## src/rtl/polara_loopback_rx.sv

```systemverilog
// polara_loopback_rx
// -------------------
// Chipset-side receiver and checker for the three chip-to-chipset NoC links.
// One link, chosen by the debounced switch, is accepted with a val/rdy
// handshake. Each packet header is parsed and checked against the expected
// CHIPID, FBITS and message type. The payload flits are then consumed
// without being checked or stored. Saturating counters and a sticky error
// flag are exposed for the block design and the ILA.
//
// Ports:
//   chipset_clk                 sole clock
//   chipset_rst_n               synchronous, active-low reset
//   rx_en                       enables acceptance (0 forces every rdy low)
//   sw_channel                  link select: 1..3 = noc1..3, 0 = none
//   cnt_clr                     synchronous clear of counters and err_sticky
//   intf_chipset_data_nocN      flit data from the chip
//   intf_chipset_val_nocN       flit valid from the chip
//   intf_chipset_rdy_nocN       flit accept back to the chip
//   pkt_count                   completed packets
//   flit_count                  accepted flits (header and payload)
//   err_count                   headers with at least one field mismatch
//   err_sticky                  set on the first mismatch, held until cleared
//   last_header                 most recently accepted header flit
//   pkt_done                    one-cycle pulse after a packet completes
//   busy                        high while payload flits are outstanding

`ifndef NOC_DATA_WIDTH
`define NOC_DATA_WIDTH 64
`endif

`ifndef MSG_TYPE_INV_FWD
`define MSG_TYPE_INV_FWD 8'd18
`endif

module polara_loopback_rx #(
  parameter logic [13:0] EXP_CHIPID   = 14'b10000000000000,
  parameter logic [3:0]  EXP_FBITS    = 4'b0010,
  parameter logic [7:0]  EXP_MSG_TYPE = `MSG_TYPE_INV_FWD,
  parameter int          CNT_WIDTH    = 16
) (
  input  logic                       chipset_clk,
  input  logic                       chipset_rst_n,
  input  logic                       rx_en,
  input  logic [1:0]                 sw_channel,
  input  logic                       cnt_clr,
  input  logic [`NOC_DATA_WIDTH-1:0] intf_chipset_data_noc1,
  input  logic [`NOC_DATA_WIDTH-1:0] intf_chipset_data_noc2,
  input  logic [`NOC_DATA_WIDTH-1:0] intf_chipset_data_noc3,
  input  logic                       intf_chipset_val_noc1,
  input  logic                       intf_chipset_val_noc2,
  input  logic                       intf_chipset_val_noc3,
  output logic                       intf_chipset_rdy_noc1,
  output logic                       intf_chipset_rdy_noc2,
  output logic                       intf_chipset_rdy_noc3,
  output logic [CNT_WIDTH-1:0]       pkt_count,
  output logic [CNT_WIDTH-1:0]       flit_count,
  output logic [CNT_WIDTH-1:0]       err_count,
  output logic                       err_sticky,
  output logic [`NOC_DATA_WIDTH-1:0] last_header,
  output logic                       pkt_done,
  output logic                       busy
);

  typedef enum logic {
    ST_IDLE,
    ST_BODY
  } state_t;

  localparam logic [CNT_WIDTH-1:0] CNT_ONE = {{(CNT_WIDTH-1){1'b0}}, 1'b1};

  state_t                     state_q, state_d;
  logic [1:0]                 cur_ch_q, cur_ch_d;
  logic [7:0]                 remaining_q, remaining_d;
  logic [CNT_WIDTH-1:0]       pkt_count_q, pkt_count_d;
  logic [CNT_WIDTH-1:0]       flit_count_q, flit_count_d;
  logic [CNT_WIDTH-1:0]       err_count_q, err_count_d;
  logic                       err_sticky_q, err_sticky_d;
  logic [`NOC_DATA_WIDTH-1:0] last_header_q, last_header_d;
  logic                       pkt_done_q, pkt_done_d;

  logic                       val_sel;
  logic                       rdy_sel;
  logic [`NOC_DATA_WIDTH-1:0] data_sel;
  logic                       hs;
  logic                       hdr_err;
  logic [7:0]                 hdr_len;

  // Saturating increment: counters stick at all-ones instead of wrapping.
  function automatic logic [CNT_WIDTH-1:0] sat_inc(input logic [CNT_WIDTH-1:0] v);
    return (&v) ? v : v + CNT_ONE;
  endfunction

  // rdy depends only on registered cur_ch, rx_en and the reset input, so
  // there is never a combinational path from val to rdy. rdy is held low
  // during a reset cycle so that no flit is accepted while reset is asserted.
  assign intf_chipset_rdy_noc1 = rx_en & (cur_ch_q == 2'd1) & chipset_rst_n;
  assign intf_chipset_rdy_noc2 = rx_en & (cur_ch_q == 2'd2) & chipset_rst_n;
  assign intf_chipset_rdy_noc3 = rx_en & (cur_ch_q == 2'd3) & chipset_rst_n;

  // Mux the val, rdy and data of the latched channel. Channel 0 selects
  // nothing, so no handshake can occur.
  always_comb begin
    val_sel  = 1'b0;
    rdy_sel  = 1'b0;
    data_sel = '0;
    case (cur_ch_q)
      2'd1: begin
        val_sel  = intf_chipset_val_noc1;
        rdy_sel  = intf_chipset_rdy_noc1;
        data_sel = intf_chipset_data_noc1;
      end
      2'd2: begin
        val_sel  = intf_chipset_val_noc2;
        rdy_sel  = intf_chipset_rdy_noc2;
        data_sel = intf_chipset_data_noc2;
      end
      2'd3: begin
        val_sel  = intf_chipset_val_noc3;
        rdy_sel  = intf_chipset_rdy_noc3;
        data_sel = intf_chipset_data_noc3;
      end
      default: begin
        val_sel  = 1'b0;
        rdy_sel  = 1'b0;
        data_sel = '0;
      end
    endcase
  end

  assign hs      = val_sel & rdy_sel;
  assign hdr_len = data_sel[29:22];
  assign hdr_err = (data_sel[63:50] != EXP_CHIPID) |
                   (data_sel[33:30] != EXP_FBITS)  |
                   (data_sel[21:14] != EXP_MSG_TYPE);

  // Next-state logic for the packet FSM, the channel latch and the counters.
  // The channel follows the switch only on IDLE cycles without a handshake.
  // That keeps it frozen from the header until the final payload flit. A
  // counter clear is applied last, so it overrides any increment in the
  // same cycle but leaves the FSM, remaining and cur_ch alone.
  always_comb begin
    state_d       = state_q;
    cur_ch_d      = cur_ch_q;
    remaining_d   = remaining_q;
    pkt_count_d   = pkt_count_q;
    flit_count_d  = flit_count_q;
    err_count_d   = err_count_q;
    err_sticky_d  = err_sticky_q;
    last_header_d = last_header_q;
    pkt_done_d    = 1'b0;

    case (state_q)
      ST_IDLE: begin
        if (hs) begin
          last_header_d = data_sel;
          remaining_d   = hdr_len;
          if (hdr_err) begin
            err_count_d  = sat_inc(err_count_q);
            err_sticky_d = 1'b1;
          end
          if (hdr_len == 8'd0) begin
            pkt_count_d = sat_inc(pkt_count_q);
            pkt_done_d  = 1'b1;
          end else begin
            state_d = ST_BODY;
          end
        end else begin
          cur_ch_d = sw_channel;
        end
      end
      ST_BODY: begin
        if (hs) begin
          remaining_d = remaining_q - 8'd1;
          if (remaining_q == 8'd1) begin
            pkt_count_d = sat_inc(pkt_count_q);
            pkt_done_d  = 1'b1;
            state_d     = ST_IDLE;
          end
        end
      end
      default: state_d = ST_IDLE;
    endcase

    if (hs) begin
      flit_count_d = sat_inc(flit_count_q);
    end

    if (cnt_clr) begin
      pkt_count_d  = '0;
      flit_count_d = '0;
      err_count_d  = '0;
      err_sticky_d = 1'b0;
    end
  end

  // State register with synchronous active-low reset. A reset in the middle
  // of a packet drops it silently, and the next accepted flit is a header.
  always_ff @(posedge chipset_clk) begin
    if (!chipset_rst_n) begin
      state_q       <= ST_IDLE;
      cur_ch_q      <= 2'd0;
      remaining_q   <= 8'd0;
      pkt_count_q   <= '0;
      flit_count_q  <= '0;
      err_count_q   <= '0;
      err_sticky_q  <= 1'b0;
      last_header_q <= '0;
      pkt_done_q    <= 1'b0;
    end else begin
      state_q       <= state_d;
      cur_ch_q      <= cur_ch_d;
      remaining_q   <= remaining_d;
      pkt_count_q   <= pkt_count_d;
      flit_count_q  <= flit_count_d;
      err_count_q   <= err_count_d;
      err_sticky_q  <= err_sticky_d;
      last_header_q <= last_header_d;
      pkt_done_q    <= pkt_done_d;
    end
  end

  assign pkt_count   = pkt_count_q;
  assign flit_count  = flit_count_q;
  assign err_count   = err_count_q;
  assign err_sticky  = err_sticky_q;
  assign last_header = last_header_q;
  assign pkt_done    = pkt_done_q;
  assign busy        = (state_q == ST_BODY);

endmodule

```

## config.mk

```make
export PLATFORM = sky130hd
export DESIGN_NAME = polara_loopback_rx
export DESIGN_NICKNAME = d
export VERILOG_FILES = /design/src/rtl/polara_loopback_rx.sv
export SDC_FILE = /design/constraint.sdc
export NUM_CORES = 1
export LEC_CHECK = 0
export BUFFER_PORTS_ARGS = -buffer_cell sky130_fd_sc_hd__buf_2
export CORE_MARGIN = 3
export CORE_UTILIZATION = 43
export DETAILED_ROUTE_END_ITERATION = 16
export HOLD_SLACK_MARGIN = 0.02
export PLACE_DENSITY = 0.83
export RECOVER_POWER = 25
export SLEW_MARGIN = 30
export SYNTH_ARGS = -nofsm -noshare
export SYNTH_HDL_FRONTEND = slang
export SYNTH_SLANG_ARGS = --single-unit
```

## constraint.sdc

```tcl
create_clock -name chipset_clk -period 2.3 [get_ports chipset_clk]
set_input_delay 0.115 -clock chipset_clk [delete_from_list [all_inputs] [get_ports chipset_clk]]
set_output_delay 0.115 -clock chipset_clk [all_outputs]
set_load 0.02 [all_outputs]
```

Word-level counts from Yosys, hierarchy flattened
Index checks and enable logic that the tools add are counted.

word-level totals
  register bits after elaboration = 125
  output and inout port bits = 118

operators by class
  add/subtract/negate cells = 4
  equal/unequal tests = 11
  multiplexer cells = 22
  bitwise gates (word level) = 14
  reductions and logical operators = 12

operator list
  operator                                           count
  one-hot mux 64 bit (3 select lines)                1
  2-to-1 mux 16 bit                                  5
  adder 16 x 1 -> 16 bit (second input constant)     3
  AND reduction 16 bit                               3
  one-hot mux 16 bit (2 select lines)                1
  2-to-1 mux 8 bit                                   2
  one-hot mux 8 bit (2 select lines)                 1
  != test 14 bit (second input constant)             1
  == test 8 x 1 -> 1 bit (second input constant)     1
  logical NOT 8 bit                                  1
  2-to-1 mux 1 bit                                   8
  != test 8 x 5 -> 1 bit (second input constant)     1
  AND reduction 2 bit                                4
  AND reduction 4 bit                                2
  subtractor 8 x 1 -> 8 bit (second input constant)  1
  bitwise AND 1 bit                                  7
  one-hot mux 1 bit (3 select lines)                 2
  NOT 1 bit                                          5
  == test 2 bit (second input constant)              2
  != test 2 x 1 -> 1 bit (second input constant)     2
  != test 2 bit (second input constant)              2
  != test 4 x 2 -> 1 bit (second input constant)     1
  one-hot mux 1 bit (2 select lines)                 2
  AND reduction 3 bit                                1
  other kinds (3)                                    4

Longest topological paths before layout
Gate-level depths: netlist (run 1).

  word-level depth = 7
  depth in mapped cells = 11

Worst setup path after synthesis (run 1)
No wires, ideal clock.

  kind = register to register
  start = register flit_count_q[0] (netlist: flit_count[0])
  end = register flit_count_q[10] (netlist: flit_count[10])
  arrival = 2.074 ns
  data required time = 2.172 ns
  slack = 0.098 ns
  stages on the path, launching flop included = 9
  path buffers = 0
  period minus slack after synthesis = 2.202 ns
  path through = dfxtp_1 > ha_1 > nand2_1 > or2_2 > o311ai_2 > nor2_1 > and2_1 > xnor2_1 > nor2_1

between the ends
  longest elaborated chain between the ends = 3

ends and longest elaborated chain
  element                                                         line  source
  from (decl)                                                     75    logic [CNT_WIDTH-1:0] flit_count_q, flit_count_d;
  from (signal assigned)                                          214   flit_count_q <= flit_count_d;
  branches (longest 3 deep; another with adder 16 x 1 -> 16 bit)  n/a

Several ways; the timed one is not identified.
A chain may end at the register's enable or synchronous reset.

Final worst setup path (run 1)
  start = register cur_ch_q[0]
  end = register pkt_count_q[8] (netlist: pkt_count[8])

between the ends
  longest elaborated chain between the ends = 7

ends and longest elaborated chain
  element                                                                          line        source
  from (decl)                                                                      72          logic [1:0] cur_ch_q, cur_ch_d;
  from (signal assigned)                                                           211         cur_ch_q <= cur_ch_d;
  == test 2 bit, or another cell as far along                                      98, 106
  bitwise AND 1 bit, on equally long branches (2 in series)                        98, 96, 97
  one-hot mux 1 bit (3 select lines)                                               106         case (cur_ch_q)
  bitwise AND 1 bit                                                                130         assign hs = val_sel & rdy_sel;
  != test 2 bit (no source line) / != test 2 x 1 -> 1 bit (equally long branches)  n/a
  AND reduction 4 bit (no source line) *                                           n/a
  to (signal assigned)                                                             213         pkt_count_q <= pkt_count_d;
  to (decl)                                                                        74          logic [CNT_WIDTH-1:0] pkt_count_q, pkt_count_d;

Mark *: on every way between the ends. The rest lies on a longest branch, timed or not.

==> results.cfg, run 1 <==
[die]
initial_core_util = 0.442
die_width_um = 132
die_y_um = 132
rows = 45
pin_count = 319
coreArea_um2 = 15300
die_area_um2 = 17300

[critical_path]
crit_start = cur_ch_q[0]
worstSetupEndpointType = flip-flop
r2r_slack_ns = -0.17
worstPathRequired_ns = 2.66
critPathArrivalTime_ns = 2.82
start_kind = flip-flop
r2r-end = pkt_count[8]
regToRegStartpoint = cur_ch_q[0]
criticalPathCategory = flip-flop to flip-flop
worstPathMaxFanout = 16
crit_path_end = pkt_count[8]
r2r_cells = 10

[worst_hold_path]
min_from = intf_chipset_data_noc1[8]
min-delay-path-class = input pin to flip-flop

[drt]
wl_met1_um = 11200
top_layer = met5
wl_per_cell_um = 19.3
dr_wl_met2_um = 13300
ant_nets = 0
via_per_inst = 5.50
wirelength_um = 28100
vias = 7980
route.met3.wl_um = 2560
drtPass1Iterations = 7
drc_errors = 0
drt_iter0_drc = 627

[cts]
clock-sinks = 125
cts_tree = yes
ctsRootBufferMaster = clkbuf_16
h-tree-depth = 4
numCtsBuffers = 17
clkLatencyLatePin_ns = 0.42
clkTransAtPathRegs_ns = 0.06
clock_path_buffers = 2

[grt]
grt_pass1_vias = 7629
antenna_found_initial = 3
grt_max_degree = 75
grtUsageTotal = 0.297
grt_overflow_total = 0
grt_pass1_wl_um = 41100

[sta]
slew_viol_final = 0
tightest_slew_ns = 0.597
hold-worst-slack_ns = 0.0345
setup_viol = 26
post-route-min-period_ns = 2.47
rsz0062_at_grt = true
final_hold_viol_count = 0
clock.fmax_mhz = 406
fin_worst_skew_ns = 0.0151
worst_slack_ns = -0.165
period_share = 1.07
max_slew_margin = 0.602
tns_ns = -1.93

[pwr]
leakage_nw = 4.52
ir_drop_mv = 0.481
p_per_area_nw_per_um2 = 561

[place]
gp_congestion = 0.928
pre_cts_ws_ns = -0.361
placed_area_um2 = 9030
portBuffers = 318
dp_hpwl_um = 19300

[layout]
areaGrowthSynthToFinish_pct = 55.1
drive_gt1_frac = 0.428
final_area_um2 = 10500
post-route-util = 0.686
nNetsFinal = 1431
fillerInstances = 1256
mostFrequentLayoutCells = 266 x buf_2, 125 x nor2_1, 123 x dfxtp_1, 84 x buf_4, 78 x nand2_1
layout_commonest_cell = buf_2

[logic_synthesis]
seq_area_frac_synth = 0.369
synthFlopType = dfxtp_1
synth_area_um2 = 6770
async_reset_ff_frac = 0
synth_edf_count = 0
ys_ff_latch = 125
synthCells = 814
syn_nets = 1020
synth-warning-count = 0
syn_area_per_cell_um2 = 8.32
synth.distinct_cells = 63

[run_status]
status = complete, but fails checks
violations = setup timing

[job]
maxCapViolations = 0
flip-flops by register name, indices dropped and copies added, names as in the netlist:
register and flops:
err_count 16, cur_ch_q 2, last_header 64, err_sticky 1, pkt_count 16, pkt_done 1, busy 1, flit_count 16
remaining_q 8
power by group:
part	total, mW	switching (mW)	internal [mW]
clock	2.51	1.01	1.50
combinational	1.14	0.574	0.569
sequential	2.25	0.0342	2.21
per-stage QoR:
step / total power [mW] / std cells
final: 5.90 / 1450
after global routing: 6.09 / 1450
after CTS: 5.83 / 1433
after detailed placement: 3.23 / 1361
after global placement: 3.22 / 1361
after floorplan: 2.79 / 814
final cells by class:
cell class                      count  area (um2)  share of cell area
Tap cell                          211         264              0.0251
Clock buffer                       19         443              0.0422
Antenna cell                        2        5.00            0.000476
Sequential cell                   125        2510               0.239
Timing Repair Buffer              455        2850               0.271
Clock inverter                     12        98.8             0.00941
Inverter                            9        33.8             0.00322
Multi-Input combinational cell    617        4300               0.409
per-layer routing:
layer,global-route usage,up-vias
li1,-,3749
met1,0.359,3732
met5,0,-
met3,0.105,73
met2,0.481,424
met4,0.125,2
repair_timing:
action	in CTS	in global routing
pin swaps	7	18
hold buffers	25	0
endpoints found under the hold margin	25	0
buffers inserted	16	14
gates cloned	0	2
setup endpoints to repair	88	37
gates resized for setup	39	56
logic make-up (layout without fill, tap and decap cells):
kind of cell               Yosys count  in the layout  synth area share
AOI/OAI and AO/OA                  155            155             0.163
other                                0              2                 0
adders and majority gates            5              5           0.00924
and+or+nand+nor                    361            361             0.260
muxes                               71             71             0.115
xor gates and xnor gates            25             25            0.0323
DFF                                125            125             0.369
buffers and inverters               72            495            0.0513
synth_stat cells (all sizes together) (2+ instances only):
| library cell | n | share of area |
|---|---|---|
| a211oi | 10 | 0.013 |
| a21o | 2 | 0.0022 |
| a21oi | 52 | 0.038 |
| a221oi | 21 | 0.027 |
| a22o | 20 | 0.027 |
| a22oi | 5 | 0.0063 |
| a31oi | 4 | 0.0046 |
| and2 | 5 | 0.0050 |
| and3 | 10 | 0.0092 |
| and4 | 5 | 0.0065 |
| buf | 29 | 0.028 |
| clkbuf | 34 | 0.019 |
| dfxtp | 125 | 0.37 |
| ha | 5 | 0.0092 |
| inv | 9 | 0.0050 |
| mux2 | 44 | 0.075 |
| mux2i | 27 | 0.040 |
| nand2 | 82 | 0.045 |
| nand2b | 2 | 0.0018 |
| nand3 | 27 | 0.020 |
| nand4 | 14 | 0.013 |
| nand4b | 3 | 0.0039 |
| nor2 | 129 | 0.071 |
| nor3 | 50 | 0.037 |
| nor3b | 3 | 0.0041 |
| nor4 | 13 | 0.021 |
| o211ai | 14 | 0.016 |
| o21ai | 15 | 0.011 |
| o311ai | 2 | 0.0037 |
| o31ai | 2 | 0.0022 |
| o41ai | 2 | 0.0037 |
| or2 | 5 | 0.0046 |
| or3 | 6 | 0.0063 |
| or4 | 2 | 0.0022 |
| xnor2 | 15 | 0.019 |
| xor2 | 10 | 0.013 |
critical path, cell delays in order, from the launching register on:
cell and delay, ns:
dfxtp_4 0.39, buf_6 0.14, nor2b_4 0.15, buf_12 0.15, a22o_4 0.27, nor4_4 0.34, a211oi_4 0.12, buf_12 0.18
nand3b_4 0.17, or3_4 0.34, a21oi_2 0.14
worst min path at each step:
stage,cells past startpoint,slack [ns],end
2_1_floorplan,2,0.25,cur_ch_q[0]
3_3_place_gp,3,0.36,cur_ch_q[1]
3_5_place_dp,3,0.36,cur_ch_q[0]
4_1_cts,3,0.02,last_header[8]
5_1_grt,3,0.04,last_header[35]
6_report,3,0.03,last_header[8]
(Power assumes the default switching activity.)
==> run 2, diff against run 1 <==
--- a/config.mk
+++ b/config.mk
@@ -5,12 +5,13 @@
 export SDC_FILE = /design/constraint.sdc
 export NUM_CORES = 1
 export LEC_CHECK = 0
+export ABC_AREA = 1
 export BUFFER_PORTS_ARGS = -buffer_cell sky130_fd_sc_hd__buf_2
 export CORE_MARGIN = 3
 export CORE_UTILIZATION = 43
 export DETAILED_ROUTE_END_ITERATION = 16
 export HOLD_SLACK_MARGIN = 0.02
-export PLACE_DENSITY = 0.83
+export PLACE_DENSITY = 0.82
 export RECOVER_POWER = 25
 export SLEW_MARGIN = 30
 export SYNTH_ARGS = -nofsm -noshare
==> results.cfg, run 2 <==
[cts]
cts_tree = yes
clock_path_buffers = 2
clkLatencyLatePin_ns = 0.43
numCtsBuffers = 17
h-tree-depth = 4
ctsRootBufferMaster = clkbuf_16
clkTransAtPathRegs_ns = 0.06
clock-sinks = 125

[critical_path]
worstSetupEndpointType = flip-flop
worstPathMaxFanout = 44
crit_path_frequent_cell = buf_12
critPathArrivalTime_ns = 2.44
crit_start = cur_ch_q[0]
worstPathRequired_ns = 2.63
cp.depth = 11
critPathTopFamily = buffers and inverters
r2r_cells = 11
regToRegStartpoint = cur_ch_q[0]
r2r_slack_ns = 0.19
crit_path_end = last_header[35]
slowest_stage = dfxtp_2
crit_buf_inv = 4
start_kind = flip-flop
r2r-end = last_header[35]
criticalPathCategory = flip-flop to flip-flop
cpPeakStageDelay_ns = 0.37
crit_path_cell_trace = inv_2 -> buf_12 -> nor2_4 -> nand2_1 -> nand3_1 -> nand2_1 -> nor2_4 -> buf_12 -> buf_12 -> o21ai_0 -> a41oi_1

[logic_synthesis]
synthFlopType = dfxtp_1
synth_commonest_cells = 302 x nand2_1, 149 x nor2_1, 125 x dfxtp_1
syn_nets = 1304
seq_area_frac_synth = 0.358
yosys.area.top_type = dfxtp_1
synth_edf_count = 0
syn_area_per_cell_um2 = 6.37
ys_ff_latch = 125
synthCells = 1098
synth.distinct_cells = 37
async_reset_ff_frac = 0
synthTopCellsByArea = dfxtp_1 36%, nand2_1 16%, nor2_1 8.0%
synth-warning-count = 0
synth_top_area_frac = 0.358
synth_area_um2 = 7000
synth_most_common_cell = nand2_1

[place]
gp_congestion = 0.990
portBuffers = 318
pre_cts_ws_ns = 0.103
dp_hpwl_um = 19100

[drt]
wl_per_cell_um = 16.5
drt_iter0_drc = 803
via_per_inst = 5.30
drtPass1Iterations = 5
drc_errors = 0
wirelength_um = 28000
vias = 8989
ant_nets = 0

[job]
maxCapViolations = 0

[pwr]
p_per_area_nw_per_um2 = 606
ir_drop_mv = 0.495
leakage_nw = 4.60
power_mw = 6.11

[sta]
max_slew_margin = 0.604
slew_viol_final = 0
final_hold_viol_count = 0
fin_worst_skew_ns = 0.0118
tns_ns = 0
post-route-min-period_ns = 2.11
rsz0062_at_grt = false
setup_viol = 0
clock.fmax_mhz = 475
worst_slack_ns = 0.194
period_share = 0.916
tightest_slew_ns = 0.593
hold-worst-slack_ns = 0.0443

[layout]
areaGrowthSynthToFinish_pct = 44.0
mostFrequentLayoutCells = 302 x nand2_1, 258 x buf_2, 139 x nor2_1, 123 x dfxtp_1, 106 x inv_1
largest_reg_flops = 64
post-route-util = 0.634
nNetsFinal = 1671
drive_gt1_frac = 0.240
layout_commonest_cell = nand2_1

[grt]
use_met1 = 0.371
grt_max_degree = 50
busiest_layer = met2
grtUsageTotal = 0.303
grt_overflow_total = 0
grt_pass1_vias = 8319
met2_usage = 0.492
met3_usage = 0.0793
antenna_found_initial = 2
grt_pass1_wl_um = 43100

[die]
initial_core_util = 0.441
die_area_um2 = 17800
die_y_um = 134
pin_count = 319
coreArea_um2 = 15900
die_width_um = 134
rows = 46

[run_status]
status = finished clean

[worst_hold_path]
min-delay-path-class = input pin to flip-flop
min_from = intf_chipset_data_noc2[11]
[run 2: changes by cell type after synthesis, sizes merged, moves of 38 or more]
cell   before  now
nor3       50   12
nand3      27   89
nand2      82  304
mux2       44    0
inv         9  110
o21ai      15   70
[run 2: stage by stage]
stage,instance area [um2],std cells
6_report,10100,1696
5_1_grt,10100,1696
4_1_cts,10100,1693
3_5_place_dp,8880,1603
3_3_place_gp,8880,1603
2_1_floorplan,7000,1098
[run 2: worst min-delay path by stage]
| stage | endpoint | slack, ns | cells after the start |
|---|---|---|---|
| floorplan | last_header[0] | 0.30 | 2 |
| global route | last_header[39] | 0.04 | 3 |
| CTS | last_header[11] | 0.03 | 4 |
| finish | last_header[11] | 0.04 | 4 |
| global placement | cur_ch_q[0] | 0.39 | 3 |
| detailed placement | cur_ch_q[1] | 0.40 | 3 |
[run 2: logic make-up after synthesis]
logic type,Yosys count,synth area share
compound gates,174,0.145
xor+xnor,15,0.0188
fa+ha+maj,5,0.00894
buf+inv,170,0.102
flops,125,0.358
mux,1,0.00197
simple gates,608,0.366
[run 2: layer usage]
| layer | vias to the layer above | routed length, um |
|---|---|---|
| li1 | 4322 | - |
| met1 | 4039 | 11100 |
| met2 | 528 | 13100 |
| met3 | 100 | 2450 |
| met4 | 0 | 1450 |
| met5 | - | 0 |
[run 2: timing repair]
item	CTS	global route
hold buffers	58	0
setup buffers	0	1
endpoints found under the hold margin	21	0
resized for setup	0	18
setup endpoints to repair	0	68
[run 2: power by group]
part | switching [mW] | total (mW) | internal (mW) | leakage, nW
Combinational | 0.605 | 1.01 | 0.408 | 3.29
Sequential | 0.0431 | 2.27 | 2.23 | 1.01
Clock | 1.07 | 2.83 | 1.76 | 0.299
Total | 1.72 | 6.11 | 4.39 | 4.60
[run 2: worst register-to-register path: stages, from the launching register on]
cell and delay [ns]:
dfxtp_2 0.37, inv_2 0.06, buf_12 0.16, nor2_4 0.14, nand2_1 0.07, nand3_1 0.06, nand2_1 0.10, nor2_4 0.24
buf_12 0.22, buf_12 0.22, o21ai_0 0.15, a41oi_1 0.23
[run 2: layout make-up]
type	count	area [um2]
diodes	2	5.00
clock buffers	18	439
clock inverters	14	180
fillers	1421	5810
inverters	113	429
multi-input cells	803	3840
flip-flops and latches	125	2510
well taps	216	270
repair buffers	405	2410
